==> config.mk <==
export PLATFORM = sky130hd
export DESIGN_NAME = shift_seq_ctrl
export DESIGN_NICKNAME = d
export VERILOG_FILES = /design/src/rtl/shift_seq_pkg.sv /design/src/rtl/shift_step_reg.sv /design/src/rtl/shift_seq_ctrl.sv
export SDC_FILE = /design/constraint.sdc
export NUM_CORES = 1
export LEC_CHECK = 0
export BUFFER_PORTS_ARGS = -buffer_cell sky130_fd_sc_hd__buf_2
export CAP_MARGIN = 20
export CORE_ASPECT_RATIO = 1.4
export CORE_MARGIN = 4
export CORE_UTILIZATION = 51
export DETAILED_ROUTE_END_ITERATION = 10
export GPL_TIMING_DRIVEN = 0
export PLACE_DENSITY = 0.81
export SYNTH_ARGS = -nofsm -noshare
export SYNTH_HDL_FRONTEND = slang
export SYNTH_HIERARCHICAL = 1
export SYNTH_SLANG_ARGS = --single-unit
==> constraint.sdc <==
create_clock -name clk -period 2.39 [get_ports clk]
set_input_delay 0.5975 -clock clk [delete_from_list [all_inputs] [get_ports clk]]
set_output_delay 0.5975 -clock clk [all_outputs]
set_load 0.005 [all_outputs]
==> src/rtl/shift_seq_pkg.sv <==
// -----------------------------------------------------------------------------
// shift_seq_pkg
// Shared types and helpers for the one-bit-per-cycle shift sequencer.
//   state_e      : sequencer states (IDLE / SHIFT / DONE)
//   DIR_* MODE_* : encodings of the request direction and fill mode bits
//   eff_count()  : number of single-bit steps a request needs
// -----------------------------------------------------------------------------
package shift_seq_pkg;

  typedef enum logic [1:0] {
    IDLE  = 2'd0,
    SHIFT = 2'd1,
    DONE  = 2'd2
  } state_e;

  localparam logic DIR_LEFT     = 1'b0;
  localparam logic DIR_RIGHT    = 1'b1;
  localparam logic MODE_LOGICAL = 1'b0;
  localparam logic MODE_ROTATE  = 1'b1;

  // A logical shift by WIDTH or more already yields all zeros, so the step
  // count is clamped there. A rotation is stepped the full requested amount,
  // which naturally gives a rotation by amt mod width.
  function automatic logic [31:0] eff_count(input logic [31:0] amt,
                                            input logic        rot,
                                            input logic [31:0] width);
    if (rot == MODE_ROTATE) return amt;
    return (amt > width) ? width : amt;
  endfunction

endpackage

==> src/rtl/shift_step_reg.sv <==
// -----------------------------------------------------------------------------
// shift_step_reg
// WIDTH-bit register that either loads a word or moves it by one bit position.
//   clk, clr   : clock, synchronous active-high clear (register -> 0)
//   load       : capture load_data (has priority over step)
//   load_data  : word to capture
//   step       : move one position this edge
//   dir        : DIR_LEFT / DIR_RIGHT
//   rot        : MODE_LOGICAL (zero fill) / MODE_ROTATE (wrap the bit out)
//   q          : current register contents
// -----------------------------------------------------------------------------
module shift_step_reg
  import shift_seq_pkg::*;
#(
  parameter int WIDTH = 32
) (
  input  logic             clk,
  input  logic             clr,
  input  logic             load,
  input  logic [WIDTH-1:0] load_data,
  input  logic             step,
  input  logic             dir,
  input  logic             rot,
  output logic [WIDTH-1:0] q
);

  logic [WIDTH-1:0] q_q;
  logic [WIDTH-1:0] q_d;

  always_comb begin
    q_d = q_q;
    if (load) begin
      q_d = load_data;
    end else if (step) begin
      if (dir == DIR_LEFT) begin
        q_d = {q_q[WIDTH-2:0], (rot == MODE_ROTATE) ? q_q[WIDTH-1] : 1'b0};
      end else begin
        q_d = {(rot == MODE_ROTATE) ? q_q[0] : 1'b0, q_q[WIDTH-1:1]};
      end
    end
  end

  always_ff @(posedge clk) begin
    if (clr) q_q <= '0;
    else     q_q <= q_d;
  end

  assign q = q_q;

endmodule

==> src/rtl/shift_seq_ctrl.sv <==
// -----------------------------------------------------------------------------
// shift_seq_ctrl
// Sequencer for the one-bit-per-cycle variable shifter. Accepts a shift
// request, steps the shift register once per enabled clock, then presents the
// result until the consumer takes it.
//   clk, clr              : clock, synchronous active-high clear
//   en                    : step enable (only affects SHIFT)
//   req_valid/req_ready   : request handshake
//   req_data/amt/dir/rot  : operand, shift amount, direction, rotate flag
//   abort                 : cancel the in-flight operation (no response)
//   rsp_valid/rsp_ready   : response handshake
//   rsp_data              : shift register contents (meaningful when rsp_valid)
//   busy                  : state != IDLE
//   ops_done              : count of completed response handshakes, wraps
// -----------------------------------------------------------------------------
module shift_seq_ctrl
  import shift_seq_pkg::*;
#(
  parameter int WIDTH = 32,
  parameter int SHW   = 6,
  parameter int CNTW  = 16
) (
  input  logic             clk,
  input  logic             clr,
  input  logic             en,
  input  logic             req_valid,
  output logic             req_ready,
  input  logic [WIDTH-1:0] req_data,
  input  logic [SHW-1:0]   req_amt,
  input  logic             req_dir,
  input  logic             req_rot,
  input  logic             abort,
  output logic             rsp_valid,
  input  logic             rsp_ready,
  output logic [WIDTH-1:0] rsp_data,
  output logic             busy,
  output logic [CNTW-1:0]  ops_done
);

  state_e          state_q, state_d;
  logic [SHW-1:0]  cnt_q, cnt_d;
  logic            dir_q, dir_d;
  logic            rot_q, rot_d;
  logic [CNTW-1:0] ops_q, ops_d;
  logic            load;
  logic            step;
  logic [31:0]     n_req;

  assign n_req = eff_count(32'(req_amt), req_rot, 32'(WIDTH));

  always_comb begin
    state_d = state_q;
    cnt_d   = cnt_q;
    dir_d   = dir_q;
    rot_d   = rot_q;
    ops_d   = ops_q;
    load    = 1'b0;
    step    = 1'b0;
    case (state_q)
      IDLE: begin
        if (req_valid && !abort) begin
          load  = 1'b1;
          dir_d = req_dir;
          rot_d = req_rot;
          if (n_req != '0) begin
            state_d = SHIFT;
            // n_req never exceeds req_amt, so it always fits in SHW bits.
            cnt_d   = n_req[SHW-1:0];
          end else begin
            state_d = DONE;
          end
        end
      end
      SHIFT: begin
        if (abort) begin
          state_d = IDLE;
        end else if (en) begin
          step  = 1'b1;
          cnt_d = cnt_q - SHW'(1);
          if (cnt_q == SHW'(1)) state_d = DONE;
        end
      end
      DONE: begin
        // An abort in the handshake cycle cancels the response uncounted.
        if (abort) begin
          state_d = IDLE;
        end else if (rsp_ready) begin
          state_d = IDLE;
          ops_d   = ops_q + CNTW'(1);
        end
      end
      default: state_d = IDLE;
    endcase
  end

  always_ff @(posedge clk) begin
    if (clr) begin
      state_q <= IDLE;
      cnt_q   <= '0;
      dir_q   <= DIR_LEFT;
      rot_q   <= MODE_LOGICAL;
      ops_q   <= '0;
    end else begin
      state_q <= state_d;
      cnt_q   <= cnt_d;
      dir_q   <= dir_d;
      rot_q   <= rot_d;
      ops_q   <= ops_d;
    end
  end

  // Direction and mode are latched at accept, so the step engine only sees
  // the captured copies while shifting.
  shift_step_reg #(
    .WIDTH(WIDTH)
  ) u_step (
    .clk      (clk),
    .clr      (clr),
    .load     (load),
    .load_data(req_data),
    .step     (step),
    .dir      (dir_q),
    .rot      (rot_q),
    .q        (rsp_data)
  );

  assign req_ready = (state_q == IDLE);
  assign rsp_valid = (state_q == DONE);
  assign busy      = (state_q != IDLE);
  assign ops_done  = ops_q;

endmodule

---- Yosys cells after proc, flatten, opt, wreduce, memory -nomap -nowiden ----
Cells that the tools add are included.
Widths: inputs -> output; s select.
storage, ports and cells
  output and inout port bits .............. 51
  register bits after elaboration ......... 58
  bits of input ports ..................... 46
cells by class
  reductions and logical operators ........ 11
  muxes and demuxes ....................... 27
  order comparisons ....................... 1
  bitwise logic cells ..................... 1
  $add $sub $neg .......................... 2
  equal/unequal tests ..................... 10
operator list
  cell                   count
  $mux 32                5
  $reduce_bool 32->1     1
  $mux 6                 5
  $add 16x1->16 const B  1
  $mux 2                 7
  $pmux 6 s2             1
  $mux 1                 8
  $eq 6x1->1 const B     1
  $gt 6x6->1 const B     1
  $ne 3x3->1 const B     2
  $pmux 2 s3             1
  $reduce_bool 2->1      3
  $sub 6x1->6 const B    1
  $reduce_and 5->1       1
  $ne 2x1->1 const B     2
  $ne 2x2->1 const B     2
  $reduce_and 4->1       1
  $ne 3x2->1 const B     1
  $reduce_and 3->1       1
  $eq 2x1->1 const B     1
  $eq 2x2->1 const B     1
  $logic_not 2->1        1
  $reduce_and 2->1       1
  $logic_and 1x1->1      1
  2 further kinds        2

---- Longest topological paths before layout ----
  word-level depth ........................ 7
  gate-level depth with buffers ........... 9
  mapped depth without buffers ............ 6

---- By module ----
Netlist, hierarchy kept.
modules (own cells, without submodules)
  module          times used  area an instance (um^2)  cells an instance
  shift_step_reg  1           1,788.0                  215
  shift_seq_ctrl  1           1,352.5                  158

---- Worst setup path before layout ----
Ideal clock, no wire load.
  kind .................................... input-to-reg
  start ................................... input abort
  end ..................................... register u_step.q_q[10], in the netlist u_step/q[10]
  data required time ...................... 2.258 ns
  setup time .............................. 0.132 ns
  setup slack ............................. 0.455 ns
  stages .................................. 6
  data arrival time ....................... 1.802 ns
  cell sequence ........................... nand2b_1 nor3_1 buf_2 clkbuf_1 a211o_1 a21oi_1
between the ends
  word-level cells in the longest chain between the ends .. 5
  elaborated cells on any way between the ends .. 8
  those cells by class .................... 5 x mux; 3 x reduce/logical
RTL lines
  element                                       RTL line              RTL
  start: declaration                            shift_seq_ctrl.sv:32  input logic abort,
  $logic_not 1->1 *                             shift_seq_ctrl.sv:61  if (req_valid && !abort) begin
  $logic_and 1x1->1 *                           shift_seq_ctrl.sv:61
  $mux 1 *                                      shift_seq_ctrl.sv:61
  $mux 1 *                                      shift_seq_ctrl.sv:59  case (state_q)
  via load                                      shift_seq_ctrl.sv:45  logic load;
  $mux 32 or $reduce_bool 2->1 (tied branches)  n/a
  end signal: assignment                        shift_step_reg.sv:45  else q_q <= q_d;
  end: declaration                              shift_step_reg.sv:27  logic [WIDTH-1:0] q_q;
Mark *: on every way through the listed nets, which the timed path passes. The rest lies on a longest branch.
A chain may end at the register's enable or synchronous reset.

---- Final worst setup path ----
  start ................................... input abort
  end ..................................... register u_step.q_q[16], in the netlist u_step/q[16]
The elaborated chain is that of the path after synthesis.

==> impl_metrics.tcl <==
set metrics [dict create \
    ys_top_cells_by_count "dfxtp_1, nor2_1, a21oi_1, nand2_1, mux2i_1" \
    cts_made_buffers 9 \
    yosysWarnings 6 \
    drv_slew 0 \
    initialDrtViolationCount 178 \
    postRouteAntennaNets 0 \
    cellLeakagePower_uw 0.00160 \
    synth_cell_type_count 41 \
    syn_area_mm2 0.00314 \
    numClockSinks 58 \
    antenna_cells 0 \
    routed_wl_um 8170 \
    io_pins 97 \
    synth_cells 373 \
    drc 0 \
    fin_crit_sh 0.873 \
    gp_congestion 0.875 \
    cp.arrival_ns 2.29 \
    grt_max_degree 11 \
    grt_pass1_vias 3032 \
    final_core_util 0.668 \
    ys_seq_area_frac 0.370 \
    dr_total_vias 3148 \
    syn_to_final_growth_pct 25.7 \
    cpMostUsedCell "buf_2" \
    syn-num-nets 422 \
    fin_crit_ns 2.09 \
    postPlaceCellArea_mm2 0.00371 \
    clk_path_buf_depth 2 \
    finalInstanceArea_mm2 0.00395 \
    clock-skew-final_ns 0.0110 \
    grt_util_all_layers 0.225 \
    crit_slowest_cell "nor3_1" \
    ys.flop_type "dfxtp_1" \
    power_per_cell_area_mw_per_mm2 623 \
    firstDrtPassIters 4 \
    post_cts_buffers 0 \
    start_util 0.532 \
    wire_per_inst_um 14.7 \
    vias_per_cell 5.67 \
    dp_worst_setup_slack_ns -0.0206 \
    postCtsHoldBufs 0 \
    max_slew_margin 0.636 \
    slowest_delay_ns 0.43 \
    fin_ws_ns 0.303 \
    yosysTopAreaCellShare 0.370 \
    crit_chain "buf_2 -> nand2b_1 -> nor3_1 -> buf_2 -> clkbuf_1 -> a211o_1 -> a21oi_1" \
    start_kind "input pin" \
    ctsResizeCount 0 \
    finalSetupViolCount 0 \
    status "completed" \
    std_cell_rows 33 \
    antenna_found_initial 0 \
    ir_drop_v 0.000555 \
    grt_first_pass_wirelength_um 13400 \
    rsz0062_at_grt "false" \
    max_freq_mhz 479 \
    clock-root-buffer "clkbuf_8" \
    synthTopCellsByArea "dfxtp_1, mux2i_1, a211o_1, a21oi_1, nor2_1" \
    finalHoldViolations 0 \
    dieHeight_um 101 \
    maxCapViolCount 0 \
    syn_area_per_cell_um2 8.42 \
    design.core.area_mm2 0.00590 \
    end_kind "flop" \
    ys_async_sr_fraction 0 \
    drive_above_1_share 0.262 \
    crit_type "input pin to flop" \
    chipWidth_um 74.3 \
    nNetsFinal 529 \
    hold_depth 2 \
    grt_overflow 0 \
    cp_max_fo 10 \
    die_area_mm2 0.00750 \
    worstPathRequired_ns 2.59 \
    min_path_type "flop to flop" \
    ys_ff_latch 58 \
    clock_latency_ns 0.34 \
    synth_area_leader_cell "dfxtp_1" \
    reg2reg_depth 9 \
    port_buffers 96 \
    worstMarginPinSlew_ns 0.541 \
    synth.most_common_cell "dfxtp_1" \
    place_hpwl_um 6100 \
    synth_enable_flop_cells 0 \
    clk_pin_slew_ns 0.06 \
    htree_levels 3 \
    cts_tree "done" \
]
==> area by class of cell <==
class	instances	area (um^2)
fill	530	1960
multi-input combinational	283	1790
sequential	58	1160
timing repair buffer	96	480
buffer	27	168
clock buffer	12	165
tap	70	87.6
clock inverter	4	72.6
inverter	5	18.8
==> worst paths after layout <==
kind	start	endpoint	slack, ns
worst min-delay path	ops_done[15]	ops_done[15]	0.50
worst min register to register	ops_done[15]	ops_done[15]	0.50
worst max-delay path	abort	u_step/q[16]	0.30
worst max register to register	state_q[0]	u_step/q[20]	0.32
==> where the power goes <==
group | internal, uW | switching [uW] | leakage, uW
registers | 1010 | 44.7 | 0.000472
clock network | 670 | 386 | 0.000119
logic | 169 | 179 | 0.00101
total | 1850 | 610 | 0.00160
==> state kept, by name (all words and copies together), names as in the netlist <==
register  cells
rot_q         1
state_q       2
ops_done     16
cnt_q         6
u_step/q     32
dir_q         1
==> per-layer routing <==
metal,track usage,vias to the layer above,wire (um)
met5,0,-,0
met4,0.0877,0,66
met3,0.0439,6,558
met2,0.398,110,4140
met1,0.261,1465,3400
li1,-,1567,-
==> per-stage QoR <==
| step | TNS [ns] | cells | hold slack, ns | power, uW |
|---|---|---|---|---|
| 6_report | 0 | 555 | 0.495 | 2460 |
| 5_1_grt | 0 | 555 | 0.500 | 2560 |
| 4_1_cts | 0 | 555 | 0.485 | 2480 |
| 3_5_place_dp | -0.114 | 539 | 0.495 | 1420 |
| 3_3_place_gp | 0 | 539 | 0.474 | 1410 |
| 2_1_floorplan | 0 | 373 | 0.468 | 1290 |
==> critical path, delay by kind of cell <==
kind / cells / cell delay, ns
AO/OA/AOI/OAI: 2 / 0.22
AND/OR/NAND/NOR: 2 / 0.60
buffers and inverters: 3 / 0.85
==> cell families (layout without fill, tap and decap cells) <==
logic type	Yosys count	count (layout)	share of synthesized area
buf+inv	32	144	0.0594
xor+xnor	10	10	0.0279
simple gates	136	136	0.205
compound gates	100	100	0.217
flops	58	58	0.370
fa+ha+maj	3	3	0.0120
mux	34	34	0.109
==> cell usage in the layout, fill, tap and decap left out, types with 2 or more instances in the layout <==
cell type,count
a211o_1,32
a211oi_1,4
a21oi_1,44
a311o_1,2
a311oi_1,2
and2_1,2
and3_1,2
and4_1,4
buf_1,2
buf_12,3
buf_2,104
bufinv_16,2
clkbuf_1,13
clkbuf_8,12
dfxtp_1,58
ha_1,3
inv_1,5
mux2i_1,33
nand2_1,40
nand2b_1,3
nand3_1,5
nand4_1,5
nor2_1,51
nor2b_1,4
nor3_1,4
nor3b_1,4
o21ai_0,2
o21ai_1,5
o31ai_1,5
or3_1,4
or4_1,4
xor2_1,9
No activity file was read; power rests on OpenSTA's default activity.
